## src/rtl/cia.sv

```systemverilog
// Shared CIA register types plus the TOD access-sequencer enums and register addresses.
package cia;

    typedef logic [3:0]  reg4_t;
    typedef logic [7:0]  reg8_t;
    typedef logic [31:0] tod_t;   // lane n (0=10ths..3=hr) at [(3-n)*8 +: 8]

    typedef enum logic [1:0] {
        TOD_OP_SET   = 2'd0,
        TOD_OP_ALARM = 2'd1,
        TOD_OP_GET   = 2'd2
    } tod_op_t;

    typedef enum logic [1:0] {
        TOD_ERR_OK       = 2'd0,
        TOD_ERR_CONFLICT = 2'd1,
        TOD_ERR_TIMEOUT  = 2'd2
    } tod_err_t;

    localparam reg4_t TOD_ADDR_10THS = 4'h8;
    localparam reg4_t TOD_ADDR_SEC   = 4'h9;
    localparam reg4_t TOD_ADDR_MIN   = 4'hA;
    localparam reg4_t TOD_ADDR_HR    = 4'hB;

    function automatic int unsigned tod_lane_lsb(logic [1:0] n);
        return 32'(2'd3 - n) << 3;
    endfunction

endpackage

```

## src/rtl/cia_tod_seq.sv

```systemverilog
// Atomic whole-clock TOD access sequencer sharing the TOD register port with the CPU bus.
// Optional slot-wait timeout is enabled by defining CIA_TOD_SEQ_TIMEOUT_EN.
module cia_tod_seq #(
    parameter int unsigned TIMEOUT_CYC = 255
) (
    input  logic        clk,
    input  logic        res_n,
    input  logic        phi2_dn,
    input  logic        cpu_rd,
    input  logic        cpu_we,
    input  logic [3:0]  cpu_addr,
    input  logic [7:0]  cpu_data,
    input  logic        w_alarm_in,
    input  logic        req_valid,
    output logic        req_ready,
    input  logic [1:0]  req_op,
    input  logic [31:0] req_tod,
    output logic        rsp_valid,
    input  logic        rsp_ready,
    output logic [31:0] rsp_tod,
    output logic [1:0]  rsp_err,
    output logic        tod_rd,
    output logic        tod_we,
    output logic [3:0]  tod_addr,
    output logic [7:0]  tod_data,
    output logic        tod_w_alarm,
    input  logic [31:0] tod_regs
);
    import cia::*;

    typedef enum logic [1:0] {
        ST_IDLE = 2'd0,
        ST_ACC  = 2'd1,
        ST_RSP  = 2'd2
    } state_t;

    state_t     state_q, state_d;
    logic [1:0] idx_q, idx_d;
    tod_op_t    op_q, op_d;
    tod_t       req_tod_q, req_tod_d;
    tod_t       rsp_tod_q, rsp_tod_d;
    tod_err_t   err_q, err_d;
    logic       ready_q, ready_d;
    logic       rsp_valid_q, rsp_valid_d;

    logic cpu_busy, slot, cpu_hit;

`ifdef CIA_TOD_SEQ_TIMEOUT_EN
    localparam logic [7:0] WAIT_LIM = (TIMEOUT_CYC > 255) ? 8'd255 : 8'(TIMEOUT_CYC);
    logic [7:0] wait_q, wait_d;
`endif

    assign cpu_busy = cpu_rd | cpu_we;
    assign slot     = phi2_dn & ~cpu_busy;
    assign cpu_hit  = cpu_busy & (cpu_addr >= TOD_ADDR_10THS) & (cpu_addr <= TOD_ADDR_HR);

    // NOTE: every next-state signal gets its hold value first so no path can infer a latch.
    always_comb begin
        state_d   = state_q;
        idx_d     = idx_q;
        op_d      = op_q;
        req_tod_d = req_tod_q;
        rsp_tod_d = rsp_tod_q;
        err_d     = err_q;
`ifdef CIA_TOD_SEQ_TIMEOUT_EN
        wait_d    = wait_q;
`endif
        case (state_q)
            ST_IDLE: begin
                if (req_valid && ready_q) begin
                    op_d      = tod_op_t'(req_op);
                    req_tod_d = req_tod;
                    rsp_tod_d = '0;
                    idx_d     = 2'd3;
                    err_d     = TOD_ERR_OK;
`ifdef CIA_TOD_SEQ_TIMEOUT_EN
                    wait_d    = '0;
`endif
                    state_d   = ST_ACC;
                end
            end
            ST_ACC: begin
                if (cpu_hit) err_d = TOD_ERR_CONFLICT;
                if (slot) begin
                    if (op_q == TOD_OP_GET)
                        rsp_tod_d[tod_lane_lsb(idx_q) +: 8] = tod_regs[tod_lane_lsb(idx_q) +: 8];
`ifdef CIA_TOD_SEQ_TIMEOUT_EN
                    wait_d = '0;
`endif
                    if (idx_q == 2'd0) state_d = ST_RSP;
                    else               idx_d   = idx_q - 2'd1;
                end
`ifdef CIA_TOD_SEQ_TIMEOUT_EN
                else if (phi2_dn) begin
                    wait_d = (wait_q == WAIT_LIM) ? wait_q : wait_q + 8'd1;
                    // A timeout abandons the snapshot and wins over any conflict seen so far.
                    if (wait_d == WAIT_LIM) begin
                        state_d   = ST_RSP;
                        err_d     = TOD_ERR_TIMEOUT;
                        rsp_tod_d = '0;
                    end
                end
`endif
            end
            ST_RSP: begin
                if (rsp_ready) state_d = ST_IDLE;
            end
            default: state_d = ST_IDLE;
        endcase
        ready_d     = (state_d == ST_IDLE);
        rsp_valid_d = (state_d == ST_RSP);
    end

    // NOTE: state registers use non-blocking assignments; reset is synchronous, so it sits inside the clocked block.
    always_ff @(posedge clk) begin
        if (!res_n) begin
            state_q     <= ST_IDLE;
            idx_q       <= 2'd3;
            op_q        <= TOD_OP_SET;
            req_tod_q   <= '0;
            rsp_tod_q   <= '0;
            err_q       <= TOD_ERR_OK;
            ready_q     <= 1'b0;
            rsp_valid_q <= 1'b0;
`ifdef CIA_TOD_SEQ_TIMEOUT_EN
            wait_q      <= '0;
`endif
        end else begin
            state_q     <= state_d;
            idx_q       <= idx_d;
            op_q        <= op_d;
            req_tod_q   <= req_tod_d;
            rsp_tod_q   <= rsp_tod_d;
            err_q       <= err_d;
            ready_q     <= ready_d;
            rsp_valid_q <= rsp_valid_d;
`ifdef CIA_TOD_SEQ_TIMEOUT_EN
            wait_q      <= wait_d;
`endif
        end
    end

    assign req_ready = ready_q;
    assign rsp_valid = rsp_valid_q;
    assign rsp_tod   = rsp_tod_q;
    assign rsp_err   = err_q;

    // The CPU owns the port whenever it accesses any register; GET keeps alarm-select low to read the clock.
    always_comb begin
        tod_rd      = cpu_rd;
        tod_we      = cpu_we;
        tod_addr    = cpu_addr;
        tod_data    = cpu_data;
        tod_w_alarm = w_alarm_in;
        if (state_q == ST_ACC && !cpu_busy) begin
            tod_rd      = (op_q == TOD_OP_GET);
            tod_we      = (op_q != TOD_OP_GET);
            tod_addr    = TOD_ADDR_10THS + {2'b00, idx_q};
            tod_data    = req_tod_q[tod_lane_lsb(idx_q) +: 8];
            tod_w_alarm = (op_q == TOD_OP_ALARM);
        end
    end

endmodule

```

## config.mk

```make
export PLATFORM = sky130hd
export DESIGN_NAME = cia_tod_seq
export DESIGN_NICKNAME = d
export VERILOG_FILES = /design/src/rtl/cia.sv /design/src/rtl/cia_tod_seq.sv
export SDC_FILE = /design/constraint.sdc
export NUM_CORES = 1
export LEC_CHECK = 0
export CORE_ASPECT_RATIO = 1.2
export CORE_MARGIN = 2
export CORE_UTILIZATION = 47
export DETAILED_ROUTE_END_ITERATION = 12
export MAX_ROUTING_LAYER = met4
export PLACE_DENSITY_LB_ADDON = 0.05
export SLEW_MARGIN = 10
export SYNTH_ARGS = -nofsm -noshare
export SYNTH_HDL_FRONTEND = slang
export SYNTH_SLANG_ARGS = --single-unit
```

## constraint.sdc

```tcl
create_clock -name clk -period 6.78 [get_ports clk]
set_clock_uncertainty 0.2 [all_clocks]
set_input_delay 1.356 -clock clk [delete_from_list [all_inputs] [get_ports clk]]
set_output_delay 1.356 -clock clk [all_outputs]
set_load 0.005 [all_outputs]
```

## Yosys cells after proc, flatten, opt, wreduce, memory -nomap -nowiden

Index checks and enable logic that the tools add are counted.

| word-level totals | value |
|---|---|
| bits in registers | 74 |
| input port bits | 86 |

| cells by class | value |
|---|---|
| add/sub/neg operators | 4 |
| $lt $le $gt $ge | 2 |
| eq/ne operators | 11 |
| shift-type cells | 4 |
| muxes and demuxes | 22 |
| bitwise operators | 5 |
| reductions and logical operators | 11 |

Operator list:

| cell | number |
|---|---|
| $mux 32 | 3 |
| $shiftx 32x33->8 | 2 |
| $pmux 32 s2 | 1 |
| $neg 32->34 | 1 |
| $shift 8x34->32 const A | 1 |
| $shiftx 8x34->32 | 1 |
| $bwmux 32 | 1 |
| $mux 2 | 9 |
| $ne 2x2->1 const B | 6 |
| $mux 8 | 1 |
| $pmux 2 s2 | 2 |
| $reduce_and 4->1 | 2 |
| $eq 2x2->1 const B | 3 |
| $logic_not 2->1 | 3 |
| $pmux 2 s3 | 1 |
| $add 4x2->4 const A | 1 |
| $eq 2x1->1 const B | 2 |
| $ge 4x4->1 const B | 1 |
| $le 4x4->1 const B | 1 |
| $mux 4 | 1 |
| $and 1x1->1 | 3 |
| $mux 1 | 3 |
| $reduce_and 3->1 | 1 |
| $sub 2x2->3 const A | 1 |
| 7 further kinds | 8 |

## Longest topological paths before layout

Gate-level depths: netlist (run 1).

| logic depth | value |
|---|---|
| depth after elaboration | 7 |
| mapped depth | 8 |

## Least setup slack after synthesis (run 1)

OpenSTA, ideal clock, no wires.

| timing path | value |
|---|---|
| kind | in2out |
| start | in cpu_rd |
| end | out tod_addr[0] |
| data arrival time | 2.330 ns |
| required time | 5.224 ns |
| setup slack | 2.894 ns |
| stages | 3 |
| path buffers | 1 |
| path through | nor3_2 > buf_2 > mux2_2 |

| between the ends | value |
|---|---|
| word-level cells in the longest chain between the ends | 4 |

Ends and longest elaborated chain:

| what | line | text |
|---|---|---|
| start, declared | cia_tod_seq.sv:9 | `input logic cpu_rd,` |
| $or 1x1->1 | cia_tod_seq.sv:53 | `assign cpu_busy = cpu_rd \| cpu_we;` |
| $logic_not 1->1 | cia_tod_seq.sv:155 | `if (state_q == ST_ACC && !cpu_busy) begin` |
| $logic_and 1x1->1 | cia_tod_seq.sv:155 |  |
| $mux 4 | cia_tod_seq.sv:155 |  |
| end, declared | cia_tod_seq.sv:24 | `output logic [3:0] tod_addr,` |

Every way passes these cells.

## Final worst setup path (run 1)

| timing path | value |
|---|---|
| start | in cpu_rd |
| end | out tod_data[7] |

| between the ends | value |
|---|---|
| word-level cells in the longest chain between the ends | 4 |

Ends and longest elaborated chain:

| what | line | text |
|---|---|---|
| $or 1x1->1 | cia_tod_seq.sv:53 |  |
| $logic_not 1->1 | cia_tod_seq.sv:155 |  |
| $logic_and 1x1->1 | cia_tod_seq.sv:155 |  |
| $mux 8 | cia_tod_seq.sv:155 |  |
| end, declared | cia_tod_seq.sv:25 | `output logic [7:0] tod_data,` |

Every way passes these cells.

==> results of run 1 <==
placed cells by master, fill, tap and decap left out, types with 2 or more instances in the layout:
cell / n
nor3_2: 2
nand2b_1: 3
o21a_1: 2
nor3_1: 3
clkinvlp_4: 3
inv_1: 5
nand2_1: 105
dfxtp_1: 73
nand3b_1: 2
mux2_2: 11
a21boi_0: 31
nor2_1: 5
mux4_2: 16
a21oi_2: 2
inv_6: 3
mux2i_1: 17
buf_4: 5
a21oi_1: 7
clkdlybuf4s50_1: 134
a22o_1: 16
clkbuf_8: 9
nor2b_1: 5
ha_1: 5
routing by layer:
| metal | GRT usage [%] | vias up | routed length (um) |
|---|---|---|---|
| li1 | - | 1481 | - |
| met1 | 28.63 | 1431 | 3756 |
| met2 | 39.52 | 94 | 4647 |
| met3 | 4.647 | 8 | 405 |
| met4 | 6.667 | 0 | 108 |
| met5 | - | - | 0 |
cell families (layout without fill, tap and decap cells):
group	count (synthesis)	after routing
other cells	1	1
compound gates	64	64
fa+ha+maj	5	5
simple gates	136	136
mux	44	44
buf+inv	27	161
flops	73	73
worst min-delay path, cell delays in order, from the launching register on:
cell,delay [ps]
dfxtp_1,310
nand2_1,50
mux2i_1,50
how the worst max path moves through the flow:
stage,start,endpoint,depth (start not counted)
2_1_floorplan,cpu_rd,tod_addr[0],3
3_5_place_dp,cpu_rd,tod_data[2],5
5_1_grt,cpu_rd,tod_data[1],5
4_1_cts,cpu_rd,tod_data[2],5
6_report,cpu_rd,tod_data[7],5
3_3_place_gp,cpu_rd,tod_data[7],5
flip-flops by register name (all words and copies together), names as in the netlist:
register and flops:
req_ready 1, rsp_err 1, op_q 2, req_tod_q 32, rsp_valid 1, idx_q 2
state_q 2, rsp_tod 32
final cells by class:
| class | count | area [sq um] |
|---|---|---|
| Clock buffer | 9 | 123.9 |
| Clock inverter | 7 | 60.06 |
| Fill cell | 595 | 2125 |
| Inverter | 5 | 18.77 |
| Multi-Input combinational cell | 250 | 1862 |
| Sequential cell | 73 | 1461 |
| Tap cell | 90 | 112.6 |
| Timing Repair Buffer | 140 | 1384 |
power by group:
group	leakage (nW)	internal (mW)	total [mW]	switching, mW
combinational	1.20	0.0840	0.135	0.0514
clock	0.0848	0.139	0.319	0.180
sequential	0.591	0.440	0.448	0.00809
total	1.87	0.663	0.903	0.239
==> run metrics, run 1 <==
final setup margin about 2000 ps; clock transition at the registers of the reported paths 80 ps; Synth cell types 40; multiplexer share of the synthesized area about a fifth; Synth area leaders dfxtp_1 43%, nand2_1 12%, mux4_2 11%; Synth area leader dfxtp_1; slowest stage delay, CP roughly 500 ps; initial core utilization 47.83%; Top Ports about 140; worst vdd ir roughly 0.00014 V; DP Wirelength approximately 6600 um; GP Congestion 0.7771; Simple-Gate Fraction of Synth Area between 10% and 20%; largest family of logic cells by synthesized area multiplexers; CTS tree built; core area 7147 sq um; nets between 500 and 600; CTS Root Cell clkbuf_8; fraction of layout cells with a size suffix above 1 ~13%; DP Cell Count approximately 560; Compound-Gate Fraction of Synth Area 14.71%; Hold Path Depth 2; peak fanout along the critical path 15; Post-synth EDFFs 0; Die Span X a little over 80 um; critical path type in -> out; net count after synthesis around 440; Reg2Reg Depth 5; CP cell instances clkdlybuf4s50_1, nor3_2, buf_4, mux2_2, clkdlybuf4s50_1; Setup Buffers After CTS 0; final WL just under 9000 um; Post-synth ARST share 0%; Syn Area/Cell about 10 sq um; CP Launch Type input pin; Max Fclk between 0.2 and 0.25 GHz; flop and latch count out of synthesis between 70 and 80; outcome finished clean; reg-to-reg startpoint idx_q[1]; Hold EP rsp_tod[17]; CTS Hold Bufs 0; Synth Instances 350; CP top delay family buffers and inverters; largest net degree at the start of global routing 58; Synth Area in XOR/XNOR 0%; max-slew violations 0; Hold Crit Class reg -> reg; hold_ws roughly 260 ps; htree depth 3; CTS Sinks 73; via/cell ratio around 5.3; PwrDens 179.7 nW/um^2; CP max-delay cell clkdlybuf4s50_1; Period minus WS final 4742 ps; Setup TNS 0 ps; most used cell, CP clkdlybuf4s50_1; Clock Path Buffers 2; Critical R2R Capture rsp_tod[31]; final hold vios 0; Ant. Diodes 0; top cell type's share of synthesized area 42.75%; final setup vio count 0; RSZ-0062 raised after global routing no; P_leak between 1.5 and 2 nW; Clk Latency, worst-skew pair 340 ps; Worst-Margin Slew ~1100 ps; Post-route DRC 0; CP endpoint kind output pin; sequential area share after synthesis 42.75%; Remaining Overflow, GRT 0; WL/cell 15.53 um; Die Ht about 97 um; final instance area 5022 sq um; MaxCap Viol Count 0; Buf+Inv Stages, Crit Path 3; Area Overhead vs Synth 46.93%; GRT Resource Usage Total between 20% and 30%; reg2reg setup slack 3880 ps; final core utilization approximately 70%; critical path arrival roughly 3200 ps; Commonest cells post-synth 105 x nand2_1, 73 x dfxtp_1, 31 x a21boi_0; initial antenna violation count 0; Pre-antenna DRT Iters 4; Port Buffers about 140; Synth Area in Adders 1.830%; post-CTS sizing 0; Area after DPL just under 5000 sq um; CP required about 5200 ps; top_reg_cell synth dfxtp_1; vias in the first global route slightly below 3000; first-pass GRT wire length 14190 um; die area 7974 sq um; Rows 34; cts bufs inserted 9; hold_sp rsp_tod[17]; Starting DRT DRC Count about 140; most common cell in the netlist nand2_1; Mapped Area about 3400 sq um; number of routed nets with antenna violations 0; Slew Limit Headroom between 20% and 30%; Ys Warns 0; routed via count approximately 3000; Place WS about 2000 ps; crit share post-route between 60% and 70%; Power Total 902.6 uW; Post-Layout Cell Count about 570
Note: power is estimated with default switching activity, not from simulation.
==> run 2, diff against run 1 <==
--- a/config.mk
+++ b/config.mk
@@ -7,7 +7,7 @@
 export LEC_CHECK = 0
 export CORE_ASPECT_RATIO = 1.2
 export CORE_MARGIN = 2
-export CORE_UTILIZATION = 47
+export CORE_UTILIZATION = 43
 export DETAILED_ROUTE_END_ITERATION = 12
 export MAX_ROUTING_LAYER = met4
 export PLACE_DENSITY_LB_ADDON = 0.05
==> constraint.sdc (replaced) <==
create_clock -name clk -period 4.5 [get_ports clk]
set_clock_uncertainty 0.2 [all_clocks]
set_input_delay 0.9 -clock clk [delete_from_list [all_inputs] [get_ports clk]]
set_output_delay 0.9 -clock clk [all_outputs]
set_load 0.005 [all_outputs]
==> run metrics, run 2 (synthesized netlist as in run 1, its figures left out) <==
reg2reg setup slack between 1500 and 2000 ps; core area a little under 8000 sq um; # fillers ~650; CTS Sinks between 70 and 80; Sw Pwr about 330 uW; first-pass GRT wire length between 10000 and 15000 um; Max Fclk roughly 0.27 GHz; footprint of the multi-input gates 1862 sq um; slowest stage delay, CP 480 ps; vias in the first global route slightly below 3000; PwrDens just under 300 nW/um^2; CTS Hold Bufs 0; Post-route DRC 0; Remaining Overflow, GRT 0; RSZ-0062 raised after global routing no; Clock Path Buffers 2; initial core utilization ~44%; Top Ports between 100 and 150; crit share post-route a little over four fifths; Starting DRT DRC Count approximately 140; Pre-antenna DRT Iters 6; Worst-Margin Slew roughly 1000 ps; CP cell instances clkdlybuf4s50_1, nor3_2, buf_4, mux2_2, clkdlybuf4s50_1; cts bufs inserted 9; Port Buffers between 100 and 150; nets between 500 and 600; hold_ws 262.8 ps; final WL between 8000 and 9000 um; sequential fraction of design power approximately 45%; final hold vios 0; peak fanout along the critical path 16; P_int approximately 1.2 mW; commonest non-fill, non-tap cell in the layout clkdlybuf4s50_1; largest net degree at the start of global routing 57; most frequent cells in the layout 134 x clkdlybuf4s50_1, 105 x nand2_1, 73 x dfxtp_1, 31 x a21boi_0, 17 x mux2i_1; Gate power share between 10% and 20%; DP Wirelength 6513 um; critical path arrival around 2700 ps; max-slew violations 0; die area around 8700 sq um; final instance area 5097 sq um; GP Congestion 0.8346; MaxCap Viol Count 0; routed via count ~3000; via/cell ratio between 5 and 6; Sw Ratio a little over a fifth; Die Span X 85.39 um; GRT Resource Usage Total between 20% and 30%; critical path type in -> out; Slew Limit Headroom between 30% and 40%; fraction of layout cells with a size suffix above 1 approximately 13%; outcome finished clean; CP max-delay cell clkdlybuf4s50_1; Area after DPL ~4900 sq um; final setup vio count 0; CP top delay family buffers and inverters; CP required around 3400 ps; Reg area approximately 1500 sq um; Setup TNS 0 ps; Clk Latency, worst-skew pair about 350 ps; Hold Crit Class reg -> reg; most used cell, CP clkdlybuf4s50_1; CP endpoint kind output pin; Ant. Diodes 0; htree depth 3; clock transition at the registers of the reported paths approximately 70 ps; CTS tree built; Area Overhead vs Synth 49.12%; P_leak ~1.9 nW; CTS Root Cell clkbuf_8; CP Launch Type input pin; Buf+Inv Stages, Crit Path 3; final core utilization around two thirds; initial antenna violation count 0; Period minus WS final around 3800 ps; worst vdd ir between 0.00015 and 0.0002 V; Setup Buffers After CTS 0; Clk network pwr share about two fifths; Die Ht 101.7 um; WL/cell between 15 and 20 um; post-CTS sizing 0; Rows 35; number of routed nets with antenna violations 0
[run 2: cell types whose count changed in the layout (fill, tap and decap cells not counted), sizes merged]
cell      before  now
bufinv         0    3
buf            6    8
clkinv         0    2
inv            9    5
clkinvlp       3    0
clkbuf         9   10
[run 2: worst paths after layout]
path                    from          end  depth (start not counted)
setup reg to reg    idx_q[1]  rsp_tod[26]                          5
setup / recovery      cpu_rd  tod_data[0]                          5
hold / removal    rsp_tod[1]   rsp_tod[1]                          2
hold reg to reg   rsp_tod[1]   rsp_tod[1]                          2
[run 2: power by group through the flow]
stage / registers [mW] / logic [mW] / clock network (mW)
after CTS: 0.675 / 0.208 / 0.629
after global routing: 0.677 / 0.223 / 0.664
after floorplan: 0.686 / 0.0904 / 0
after global placement: 0.689 / 0.204 / 0
after detailed placement: 0.690 / 0.206 / 0
final: 0.675 / 0.206 / 0.620
[run 2: final cells by class]
type | instances | share of cell area [%]
multi-input combinational | 250 | 36.52
clock buffer | 10 | 2.700
clock inverter | 5 | 2.037
inverter | 5 | 0.3682
timing repair buffer | 142 | 27.44
sequential | 73 | 28.67
tap | 92 | 2.258
[run 2: worst register-to-register path, cell delays in order (launching register included)]
cell	delay (ps)
dfxtp_1	650
ha_1	440
or4_4	510
a2111oi_4	310
nor4b_4	480
a22o_1	200
[run 2: layer usage]
| layer | GRT usage, % | share of wire [%] |
|---|---|---|
| met5 | - | 0 |
| met4 | 8.181 | 1.8 |
| met3 | 5.134 | 4.9 |
| met2 | 35.88 | 50 |
| met1 | 26.03 | 43 |
[run 2: stage by stage]
stage | worst slack, ps | instances | power [mW]
floorplan | 1526 | 350 | 0.7767
global placement | 764.6 | 562 | 0.8930
detailed placement | 739.2 | 562 | 0.8957
CTS | 733.1 | 577 | 1.512
global route | 658.5 | 577 | 1.564
finish | 737.5 | 577 | 1.500
==> run 3, diff against run 2 <==
==> constraint.sdc (replaced) <==
create_clock -name clk -period 3.8 [get_ports clk]
set_clock_uncertainty 0.2 [all_clocks]
set_input_delay 0.76 -clock clk [delete_from_list [all_inputs] [get_ports clk]]
set_output_delay 0.76 -clock clk [all_outputs]
set_load 0.005 [all_outputs]
==> run metrics, run 3 (synthesized netlist as in run 1, its figures left out) <==
critical path arrival roughly 2500 ps; crit share post-route about nine tenths; Clock Path Buffers 2; Power Total approximately 1.7 mW; die area 8682 sq um; Critical path origin cpu_rd; CTS Root Cell clkbuf_8; via/cell ratio between 5 and 6; nets ~570; critical path type in -> out; initial antenna violation count 0; DP Wirelength slightly below 7000 um; htree depth 3; Place WS between 300 and 400 ps; Post-route DRC 0; worst setup path endpoint tod_data[0]; Slew Limit Headroom a little over two fifths; Post-Layout Cell Count 580; GP Congestion between 0.8 and 0.9; Setup Buffers After CTS 0; Gate power share around 14%; Sw Pwr about 420 uW; most frequent cells in the layout 134 x clkdlybuf4s50_1, 105 x nand2_1, 73 x dfxtp_1, 31 x a21boi_0, 17 x mux2i_1; Die Ht 101.7 um; Clk Latency, worst-skew pair between 300 and 400 ps; Setup TNS 0 ps; GRT Resource Usage Total 22.21%; vias in the first global route 3098; Rows 35; number of routed nets with antenna violations 0; commonest non-fill, non-tap cell in the layout clkdlybuf4s50_1; Pre-antenna DRT Iters 4; final WL roughly 9000 um; Die Span X ~85 um; Remaining Overflow, GRT 0; max-slew violations 0; cts bufs inserted 9; first-pass GRT wire length approximately 15000 um; core area between 7000 and 8000 sq um; CP endpoint kind output pin; Top Ports 137; P_leak roughly 1.9 nW; PwrDens roughly 340 nW/um^2; MaxCap Viol Count 0; initial core utilization ~44%; Area Overhead vs Synth 49.09%; post-CTS sizing 0; CTS tree built; Clk network pwr share around two fifths; Period minus WS final approximately 3500 ps; largest net degree at the start of global routing 37; Ant. Diodes 0; Port Buffers approximately 140; DP Cell Count between 500 and 600; Sw Ratio about a quarter; worst vdd ir about 0.00023 V; CTS Sinks 73; final hold vios 0; sequential fraction of design power 46.3%; final core utilization around two thirds; WL/cell between 15 and 20 um; outcome finished clean; hold_ws between 200 and 300 ps; clock transition at the registers of the reported paths around 80 ps; peak fanout along the critical path 12; final setup vio count 0; reg-to-reg startpoint idx_q[0]; CP required between 2000 and 3000 ps; Reg2Reg Depth 6; Area after DPL between 4000 and 5000 sq um; final setup margin between 300 and 400 ps; Hold Crit Class reg -> reg; Critical R2R Capture rsp_tod[31]; CTS Hold Bufs 0; P_int about 1.3 mW; CP Launch Type input pin; final instance area slightly above 5000 sq um; fraction of layout cells with a size suffix above 1 between 10% and 20%; Starting DRT DRC Count roughly 140; routed via count approximately 3000; Max Fclk 0.2884 GHz; Worst-Margin Slew between 800 and 900 ps; reg2reg setup slack 950 ps; RSZ-0062 raised after global routing no
## run 3: cell count changes in the layout (fill, tap and decap cells not counted)
| cell | delta |
|---|---|
| clkinv_2 | -1 |
| clkinvlp_4 | +2 |
| bufinv_16 | -1 |
| clkbuf_8 | -1 |
| inv_6 | +2 |
| buf_4 | +2 |
## run 3: worst min path at each step
stage                      start           end  slack [ps]  depth (start not counted)
finish               rsp_tod[18]   rsp_tod[18]         260                          2
global route         rsp_tod[18]   rsp_tod[18]         280                          2
CTS                  rsp_tod[18]   rsp_tod[18]         260                          2
detailed placement   rsp_tod[18]   rsp_tod[18]         250                          2
global placement     rsp_tod[18]   rsp_tod[18]         250                          2
floorplan           req_tod_q[0]  req_tod_q[0]         230                          2
## run 3: worst max-delay path, cell delays in order
cell             delay (ps)
clkdlybuf4s50_1         490
nor3_2                  200
buf_4                   240
mux2_2                  350
clkdlybuf4s50_1         450
## run 3: layout make-up
class / instances / area [sq um]
clock buffers: 9 / 123.9
clock inverters: 7 / 101.3
fillers: 679 / 2611
inverters: 5 / 18.77
multi-input cells: 250 / 1862
flip-flops and latches: 73 / 1461
well taps: 92 / 115.1
repair buffers: 144 / 1414
## run 3: power groups by stage
stage / combinational (mW) / clock [mW] / sequential (mW)
final: 0.242 / 0.687 / 0.800
after global routing: 0.264 / 0.733 / 0.803
after CTS: 0.245 / 0.698 / 0.800
after global placement: 0.240 / 0 / 0.817
after floorplan: 0.107 / 0 / 0.813
after detailed placement: 0.243 / 0 / 0.818
## run 3: metal layers
metal	vias to the layer above	share of wire (%)	GRT usage [%]
li1	1489	-	-
met1	1405	43	26.29
met2	88	50	37.50
met3	14	4.9	4.645
met4	0	1.9	7.692
met5	-	0	-
